File: config.mk
export PLATFORM = sky130hd
export DESIGN_NAME = palette_loader_flat
export DESIGN_NICKNAME = d
export VERILOG_FILES = /design/src/rtl/palette_loader_if.sv /design/src/rtl/palette_loader.sv /design/src/flat_wrapper.sv
export SDC_FILE = /design/constraint.sdc
export NUM_CORES = 1
export LEC_CHECK = 0
export CAP_MARGIN = 25
export CORE_ASPECT_RATIO = 1.75
export CORE_UTILIZATION = 54
export DETAILED_ROUTE_END_ITERATION = 7
export GPL_TIMING_DRIVEN = 1
export PLACE_DENSITY = 0.79
export SYNTH_ARGS = -nofsm -noshare
export SYNTH_HDL_FRONTEND = slang
export SYNTH_SLANG_ARGS = --single-unit
File: constraint.sdc
create_clock -name clk -period 2.04 [get_ports clk]
set_input_delay 0.51 -clock clk [delete_from_list [all_inputs] [get_ports clk]]
set_output_delay 0.51 -clock clk [all_outputs]
set_load 0.005 [all_outputs]
File: src/rtl/palette_loader_if.sv
// Bus bundle for palette_loader: the video lookup signals and the host
// byte-stream loader handshake. The host/video side drives through
// master; the palette block sits on slave.
interface palette_loader_if;
  logic        pix_ce;
  logic [5:0]  color;
  logic [14:0] builtin_pixel;
  logic        pal_sel;
  logic [14:0] pixel;

  logic        ld_start;
  logic        ld_wr;
  logic [10:0] ld_addr;
  logic [7:0]  ld_data;
  logic        ld_done;
  logic        ld_wait;
  logic        custom_valid;
  logic        ld_error;

  modport master (
    output pix_ce, color, builtin_pixel, pal_sel,
    output ld_start, ld_wr, ld_addr, ld_data, ld_done,
    input  pixel, ld_wait, custom_valid, ld_error
  );

  modport slave (
    input  pix_ce, color, builtin_pixel, pal_sel,
    input  ld_start, ld_wr, ld_addr, ld_data, ld_done,
    output pixel, ld_wait, custom_valid, ld_error
  );
endinterface

File: src/rtl/palette_loader.sv
// palette_loader: a 64x15 single-port palette RAM shared between the video
// pixel lookup (always wins the port) and a host loader that packs an
// RGB888 .pal byte stream into BGR555 entries. The pixel fed to the mixer
// is the custom entry only once a complete, error-free palette is loaded.
module palette_loader #(
  parameter int ENTRIES    = 64,
  parameter int LOAD_BYTES = 192
) (
  input logic             clk,
  input logic             reset_n,
  palette_loader_if.slave bus
);

  localparam int AW = $clog2(ENTRIES);
  localparam int CW = $clog2(LOAD_BYTES + 1);
  localparam logic [CW-1:0] LOAD_BYTES_C = CW'(LOAD_BYTES);
  localparam logic [CW-1:0] BYTE_ONE     = CW'(1);
  localparam logic [AW-1:0] ENTRY_ONE    = AW'(1);

  typedef enum logic [1:0] {
    IDLE  = 2'd0,
    LOAD  = 2'd1,
    FLUSH = 2'd2
  } state_t;

  state_t state, next_state;

  // Loader datapath
  logic [CW-1:0] byte_cnt;
  logic [1:0]    comp_cnt;
  logic [AW-1:0] entry_cnt;
  logic [4:0]    r_slot;
  logic [4:0]    g_slot;
  logic [14:0]   pend_word;
  logic [AW-1:0] pend_idx;
  logic          pend_valid;
  logic          custom_valid_q;
  logic          ld_error_q;

  // Per-cycle decisions from the FSM
  logic ld_wait_c;
  logic accept;
  logic overrun;
  logic finalize;
  logic ram_wr;

  // RAM and video pipeline
  logic [14:0] mem [ENTRIES];
  logic [14:0] ram_q;
  logic        vid_d1;
  logic [14:0] builtin_d1;
  logic        use_custom_d1;
  logic [14:0] pixel_q;

  // The low three bits of each colour byte are dropped when packing to 5 bits.
  logic unused_ld_data;
  assign unused_ld_data = ^bus.ld_data[2:0];

  // State register.
  always_ff @(posedge clk or negedge reset_n) begin
    if (!reset_n) state <= IDLE;
    else          state <= next_state;
  end

  // Next state plus the byte accept/drop/finalize decisions for this cycle.
  always_comb begin
    next_state = state;
    ld_wait_c  = 1'b0;
    accept     = 1'b0;
    overrun    = 1'b0;
    finalize   = 1'b0;
    ram_wr     = pend_valid && !bus.pix_ce;
    case (state)
      IDLE: begin
        if (bus.ld_start) next_state = LOAD;
      end
      LOAD: begin
        ld_wait_c = pend_valid && (comp_cnt == 2'd2);
        if (bus.ld_start) begin
          next_state = LOAD;
        end else begin
          if (bus.ld_wr) begin
            if (ld_wait_c)                   overrun = 1'b1;
            else if (byte_cnt < LOAD_BYTES_C) accept  = 1'b1;
          end
          if (bus.ld_done) next_state = FLUSH;
        end
      end
      FLUSH: begin
        if (bus.ld_start) begin
          next_state = LOAD;
        end else if (!pend_valid) begin
          finalize   = 1'b1;
          next_state = IDLE;
        end
      end
      default: next_state = IDLE;
    endcase
  end

  // Byte packing, pending-write slot and the sticky status flags.
  always_ff @(posedge clk or negedge reset_n) begin
    if (!reset_n) begin
      byte_cnt       <= '0;
      comp_cnt       <= 2'd0;
      entry_cnt      <= '0;
      r_slot         <= 5'd0;
      g_slot         <= 5'd0;
      pend_word      <= 15'd0;
      pend_idx       <= '0;
      pend_valid     <= 1'b0;
      custom_valid_q <= 1'b0;
      ld_error_q     <= 1'b0;
    end else begin
      if (ram_wr) pend_valid <= 1'b0;
      if (bus.ld_start) begin
        byte_cnt       <= '0;
        comp_cnt       <= 2'd0;
        entry_cnt      <= '0;
        custom_valid_q <= 1'b0;
        ld_error_q     <= 1'b0;
      end else begin
        if (accept) begin
          if (bus.ld_addr != 11'(byte_cnt)) ld_error_q <= 1'b1;
          byte_cnt <= byte_cnt + BYTE_ONE;
          case (comp_cnt)
            2'd0: begin
              r_slot   <= bus.ld_data[7:3];
              comp_cnt <= 2'd1;
            end
            2'd1: begin
              g_slot   <= bus.ld_data[7:3];
              comp_cnt <= 2'd2;
            end
            default: begin
              pend_word  <= {bus.ld_data[7:3], g_slot, r_slot};
              pend_idx   <= entry_cnt;
              pend_valid <= 1'b1;
              entry_cnt  <= entry_cnt + ENTRY_ONE;
              comp_cnt   <= 2'd0;
            end
          endcase
        end
        if (overrun) ld_error_q <= 1'b1;
        if (finalize) begin
          if (byte_cnt == LOAD_BYTES_C && !ld_error_q) custom_valid_q <= 1'b1;
          else                                         ld_error_q     <= 1'b1;
        end
      end
    end
  end

  // Single RAM port: a video read takes it, otherwise the pending write drains.
  always_ff @(posedge clk) begin
    if (bus.pix_ce)      ram_q <= mem[bus.color[AW-1:0]];
    else if (pend_valid) mem[pend_idx] <= pend_word;
  end

  // Video pipeline: capture selection with the request, pick on the q cycle.
  always_ff @(posedge clk or negedge reset_n) begin
    if (!reset_n) begin
      vid_d1        <= 1'b0;
      builtin_d1    <= 15'd0;
      use_custom_d1 <= 1'b0;
      pixel_q       <= 15'd0;
    end else begin
      vid_d1 <= bus.pix_ce;
      if (bus.pix_ce) begin
        builtin_d1    <= bus.builtin_pixel;
        use_custom_d1 <= bus.pal_sel && custom_valid_q;
      end
      if (vid_d1) pixel_q <= use_custom_d1 ? ram_q : builtin_d1;
    end
  end

  assign bus.pixel        = pixel_q;
  assign bus.ld_wait      = ld_wait_c;
  assign bus.custom_valid = custom_valid_q;
  assign bus.ld_error     = ld_error_q;

endmodule

File: src/flat_wrapper.sv
// flat-port wrapper written by rule: the top's interface ports become plain ports
module palette_loader_flat 
#(
  parameter int ENTRIES    = 64,
  parameter int LOAD_BYTES = 192
)
  (clk, reset_n, bus_pix_ce, bus_color, bus_builtin_pixel, bus_pal_sel, bus_ld_start, bus_ld_wr, bus_ld_addr, bus_ld_data, bus_ld_done, bus_pixel, bus_ld_wait, bus_custom_valid, bus_ld_error);
  palette_loader_if bus_i ();
  input logic clk;
  input logic reset_n;
  input wire logic [$bits(bus_i.pix_ce)-1:0] bus_pix_ce;
  input wire logic [$bits(bus_i.color)-1:0] bus_color;
  input wire logic [$bits(bus_i.builtin_pixel)-1:0] bus_builtin_pixel;
  input wire logic [$bits(bus_i.pal_sel)-1:0] bus_pal_sel;
  input wire logic [$bits(bus_i.ld_start)-1:0] bus_ld_start;
  input wire logic [$bits(bus_i.ld_wr)-1:0] bus_ld_wr;
  input wire logic [$bits(bus_i.ld_addr)-1:0] bus_ld_addr;
  input wire logic [$bits(bus_i.ld_data)-1:0] bus_ld_data;
  input wire logic [$bits(bus_i.ld_done)-1:0] bus_ld_done;
  output wire logic [$bits(bus_i.pixel)-1:0] bus_pixel;
  output wire logic [$bits(bus_i.ld_wait)-1:0] bus_ld_wait;
  output wire logic [$bits(bus_i.custom_valid)-1:0] bus_custom_valid;
  output wire logic [$bits(bus_i.ld_error)-1:0] bus_ld_error;
  assign bus_i.pix_ce = bus_pix_ce;
  assign bus_i.color = bus_color;
  assign bus_i.builtin_pixel = bus_builtin_pixel;
  assign bus_i.pal_sel = bus_pal_sel;
  assign bus_i.ld_start = bus_ld_start;
  assign bus_i.ld_wr = bus_ld_wr;
  assign bus_i.ld_addr = bus_ld_addr;
  assign bus_i.ld_data = bus_ld_data;
  assign bus_i.ld_done = bus_ld_done;
  assign bus_pixel = bus_i.pixel;
  assign bus_ld_wait = bus_i.ld_wait;
  assign bus_custom_valid = bus_i.custom_valid;
  assign bus_ld_error = bus_i.ld_error;
  palette_loader #(.ENTRIES(ENTRIES), .LOAD_BYTES(LOAD_BYTES)) u_core (.clk(clk), .reset_n(reset_n), .bus(bus_i));
endmodule
* After elaboration in Yosys (flattened, before gate mapping) *
Memory sizes are Yosys's and may differ from the RTL's. A register that Yosys moved wholly into a read port is not among the register bits.
Index checks and enable logic that the tools add are counted.

operators by class
  add/subtract/negate cells = 2
  $lt $le $gt $ge = 1
  equal/unequal tests = 10
  muxes and demuxes = 44
  bitwise logic cells = 2
  reduce and logical (&&, ||, !) cells = 18

operator list
  operator             number
  $mux 1               29
  $mux 6               3
  $mux 8               2
  $mux 15              1
  $mux 2               7
  $reduce_and 3->1     4
  $ne 11x8->1          1
  $add 8x1->8 const B  1
  $eq 8x8->1 const B   1
  $lt 8x8->1 const B   1
  $add 6x1->6 const B  1
  $ne 3x3->1 const B   2
  $pmux 2 s3           1
  $reduce_bool 2->1    3
  $eq 2x1->1 const B   2
  $eq 2x2->1 const B   2
  $logic_and 1x1->1    4
  $logic_not 2->1      2
  $pmux 2 s2           1
  $reduce_and 2->1     2
  $logic_not 1->1      2
  $ne 2x1->1 const B   1
  $ne 2x2->1 const B   1
  $not 1->1            2
  $reduce_or 2->1      1

storage, ports and cells
  flip-flop bits (word level) = 84
  RAM bits = 960
  bits of input ports = 47
  output and inout port bits = 18
  word-level logic and storage cells = 93
  memories kept = 1

memory list
  memory      depth  width  rd ports  clocked after Yosys merged registers in  wr ports  line                  text
  u_core.mem  64     15     1         1                                        1         palette_loader.sv:48  logic [14:0] mem [ENTRIES];

* Depth between registers and ports, before layout *
  depth after elaboration = 11
  mapped depth = 9
  mapped depth without buffers = 6

* Worst setup path after synthesis *
No wires, ideal clock.

  path kind = input-to-reg
  from = input port bus_pix_ce
  to = memory u_core.mem[61][0] (enable)
  library setup time = 0.386 ns
  data arrival time = 1.987 ns
  data required time = 1.654 ns
  path slack = -0.333 ns
  stages = 4
  buffers on the path = 1
  cells stage by stage = clkbuf_1 nor3_1 nand3_1 nor2_1

on the way
  longest elaborated chain between the ends = 2

RTL lines
  element                       line                   text
  start, declared               flat_wrapper.sv:11     input wire logic [$bits(bus_i.pix_ce)-1:0] bus_pix_ce;
  $mux 1                        palette_loader.sv:155  if (bus.pix_ce) ram_q <= mem[bus.color[AW-1:0]];
  $mux 1 (not written as such)  palette_loader.sv:156  else if (pend_valid) mem[pend_idx] <= pend_word;
  end, declared                 palette_loader.sv:48

Every way passes these cells.

==> results by stage <==
Layout:
- From synthesis to final layout, the design area changed by 20.9%.
- The top cell types in the final layout, fill and taps aside, are edfxtp_1, mux4_2, buf_4.
- The ratio of cells with drive above 1 in the final layout is 34.8%.
- The number of nets in the finished design is between 2000 and 2500.
- The library cell used most frequently in the layout, excluding fill and tap cells, is edfxtp_1.
- Counting the fill cells in the layout gives 4560.

Floorplanning:
- Measured along the y axis, the die boundary spans roughly 370 um.
- The initial utilization of the core area, before any placement, comes to 54.5%.
- The region available for standard cell placement spans 0.0749 sq mm.
- The die covers 0.0767 sq mm.
- From left edge to right edge, the die measures around 210 um.
- After floorplanning, the core was divided into 133 placement rows.
- The boundary pin count is 65.

Run status:
- The run finished, with violations left.
- The final reports fail on negative setup slack.

Logic synthesis:
- The number of distinct library cell variants in the gate-level netlist after synthesis is 48.
- Counting every instance in the synthesized netlist gives around 2000.
- The area share of the largest cell type after synthesis is 71.8%.
- Among all flip-flop cells after synthesis, the most frequent one is edfxtp_1.
- By area the synthesized netlist is led by edfxtp_1, mux4_2, dfrtp_1, mux2i_1, mux4_1.
- The share of synthesized registers carrying an async set or reset is ~7.9%.
- The total of flip-flops plus latches after synthesis is 1059.
- Synthesis produced a netlist with a net count of a little over 2000.
- The area of the mapped netlist is 0.0408 sq mm.
- The Yosys step of the flow raised 0 warnings.
- Sequential elements use 76.9% of the synthesized area.
- The synthesized design contains 975 enable-type register cells.
- The average instance in the mapped netlist occupies ~21 sq um.
- The cell taking the most area after synthesis is edfxtp_1.

Clock tree:
- The level count of the clock H-tree is 3.
- The clock-pin slew on the worst setup and hold paths is 0.07 ns.
- TritonCTS built the clock tree.
- The cell at the root of the clock tree is clkbuf_16.
- The clock passes through at most 3 buffers.
- The clock net in this run drives a total of approximately 1100 sinks.
- The number of buffers created by CTS is 86.
- The clock insertion delay at the later pin of the skew report is 0.68 ns.

Timing:
- The worst hold slack is around 0.33 ns.
- Setup slack on the critical path of the routed design comes to -0.0562 ns.
- Setup violations remaining at the end of the flow were counted as 4.
- The transition time of the tightest slew-check pin is about 0.76 ns.
- Setup total negative slack on the finished layout was measured at -0.130 ns.
- Setup repair after global routing could not meet its margin everywhere.
- Dividing the final minimum period by the clock period gives 103%.
- Headroom to the max-slew limit came out at 49.5%.
- Clock skew on the completed layout was measured at approximately 0.022 ns.
- The final hold violation count is 0.
- Static timing analysis puts the maximum clock frequency at 477 MHz.
- The smallest clock period supported by the final layout is computed as 2.10 ns.
- The final max-slew violation count was 0.

Route:
- The DRC violation count after routing is 0.
- The first TritonRoute pass finished after 5 iterations.
- The average wire per standard cell is 32.2 um.
- Dividing the detail-routed via count by the number of cells gives 6.58.
- The detailed-route wire length is 108 mm.
- The count of antenna-violating nets left after detailed routing is 0.
- The total via count in the routed design is between 20000 and 25000.
- For this block, the initial DRC count from the detailed router was 2599.

Power and ir drop:
- Net switching is 21.4% of the power.
- The net switching component of the power is 9.01 mW.
- The clock share of power is 38.6%.
- For this design the static power due to leakage is 18.1 nW.
- Per report_power, the sequential group accounts for 56.5% of the total.
- Of the total power, combinational logic draws 4.9%.
- The total chip power is about 42 mW.
- Across the VDD grid, the largest voltage drop is roughly 600 uV.
- The internal power of the cells totals 33.1 mW.
- The total power density per cell area is about 850 mW/mm^2.

Global routing:
- The initial antenna violation count is 3.
- The total grt overflow is 0.
- The global-route wire length before repair is 155 mm.
- Entering global routing, the biggest net connects 65 pins.
- For this run, the total global-route usage over all layers was measured as approximately 29%.
- The via count of the first global-routing pass is around 23000.

Setup path:
- The arrival time at the worst endpoint is between 2 and 3 ns.
- Traced cell by cell, the critical path runs through clkdlybuf4s50_1 -> buf_12 -> or3b_2 -> o22ai_1 -> a211oi_2 -> nand2_2 -> and4_1.
- The critical path start-end classification is input port to flop.
- On the critical path, the stage with the largest delay is an instance of or3b_2.
- The startpoint class of the critical path is an input port.
- For this run, the slowest stage of the critical path takes about 0.60 ns.
- The worst path required time is 2.57 ns.
- The nature of the critical path endpoint is a flop.
- The maximum fanout along the worst path is 17.

Min path:
- The path type of the worst min-delay path is input port to flop.

Run:
- Across the run, the number of max-cap violations was 0.

Placement:
- During placement, the flow inserted port buffers numbering just over 60.
- Routability-driven placement finished with a final weighted congestion of 0.995.
- The half-perimeter wire length after detailed placement is 69.0 mm.
==> critical path, delay by kind of cell <==
family | cells | cell delay (ns)
buffers and inverters | 2 | 0.62
AND/OR/NAND/NOR | 3 | 1.05
AO/OA/AOI/OAI | 2 | 0.44
==> flip-flops by register name (all words and copies together) (netlist names), 5 cells and up <==
name               flops
u_core.mem           960
u_core.builtin_d1     15
u_core.bus.pixel      15
u_core.pend_word      15
u_core.ram_q          15
u_core.byte_cnt        8
u_core.entry_cnt       6
u_core.pend_idx        6
u_core.g_slot          5
u_core.r_slot          5
==> metal layers <==
layer	wire length (um)	GRT usage [%]
met5	31	0
met4	8320	20.1
met3	8050	4.69
met2	56700	49.8
met1	34800	32.2
==> stage by stage <==
stage | util [%] | setup slack (ns) | instance area [sq um] | std cells
6_report | 65.9 | -0.0562 | 49300 | 3351
3_5_place_dp | 61.6 | -0.990 | 46100 | 3178
5_1_grt | 65.9 | -0.132 | 49300 | 3350
3_3_place_gp | 61.6 | -0.950 | 46100 | 3178
4_1_cts | 65.6 | -0.102 | 49100 | 3345
2_1_floorplan | - | -0.199 | 41400 | 1982
==> repair_timing <==
action	4_1_cts	5_1_grt
hold buffers	1	0
setup buffers	10	5
hold endpoints to repair	35	0
endpoints found under the setup margin	507	340
gates cloned	1	0
gates resized for setup	77	33
pin swaps	4	10
==> path summary, 6_finish.rpt <==
check	from	endpoint	slack (ns)	cells past startpoint
min in group asynchronous	reset_n	u_core.builtin_d1[3]$_DFFE_PN0P_	0.38	2
worst min-delay path	bus_pix_ce	u_core.pend_valid$_DFF_PN0_	0.33	4
max in group asynchronous	reset_n	u_core.pend_word[6]$_DFFE_PN0P_	0.99	3
worst max register to register	u_core.mem[7][11]$_DFFE_PP_	u_core.ram_q[11]$_DFFE_PP_	-0.01	5
worst min register to register	u_core.r_slot[2]$_DFFE_PN0P_	u_core.pend_word[2]$_DFFE_PN0P_	0.51	1
worst max-delay path	bus_color[4]	u_core.ram_q[6]$_DFFE_PP_	-0.06	7
==> cells by family after synthesis <==
logic type / count (synthesis) / share of synthesized area, %
simple gates: 252 / 2.97
buf+inv: 110 / 1.49
fa+ha+maj: 3 / 0.0920
mux: 340 / 14.9
flops: 1059 / 76.9
compound gates: 202 / 3.33
xor+xnor: 16 / 0.343
==> layout make-up <==
type	instances	area (sq um)	share of cell area (%)
Antenna cell	1	2.50	0.00507
Sequential cell	1059	31400	63.6
Tap cell	945	1180	2.40
Inverter	9	33.8	0.0685
Clock inverter	54	448	0.908
Multi-Input combinational cell	813	9550	19.4
Timing Repair Buffer	369	4470	9.06
Clock buffer	101	2250	4.56
==> synthesized netlist by cell type, drive strengths merged (9+ instances only) <==
master	number
nor2	111
a22oi	32
mux2	46
nand3	10
dfrtp	84
nand3b	10
xor2	12
edfxtp	975
nand2	51
or3	9
a21oi	36
and4	9
mux4	202
clkbuf	45
inv	9
o22ai	73
mux2i	92
a211oi	39
buf	56
==> power by group through the flow <==
stage | clock [mW] | combinational, mW | sequential, mW
after floorplan | 0 | 0.996 | 24.3
after global placement | 0 | 1.94 | 24.3
after global routing | 17.1 | 2.17 | 23.8
after CTS | 16.3 | 2.04 | 23.8
final | 16.2 | 2.08 | 23.8
after detailed placement | 0 | 2.00 | 24.3
(Power assumes the default switching activity.)
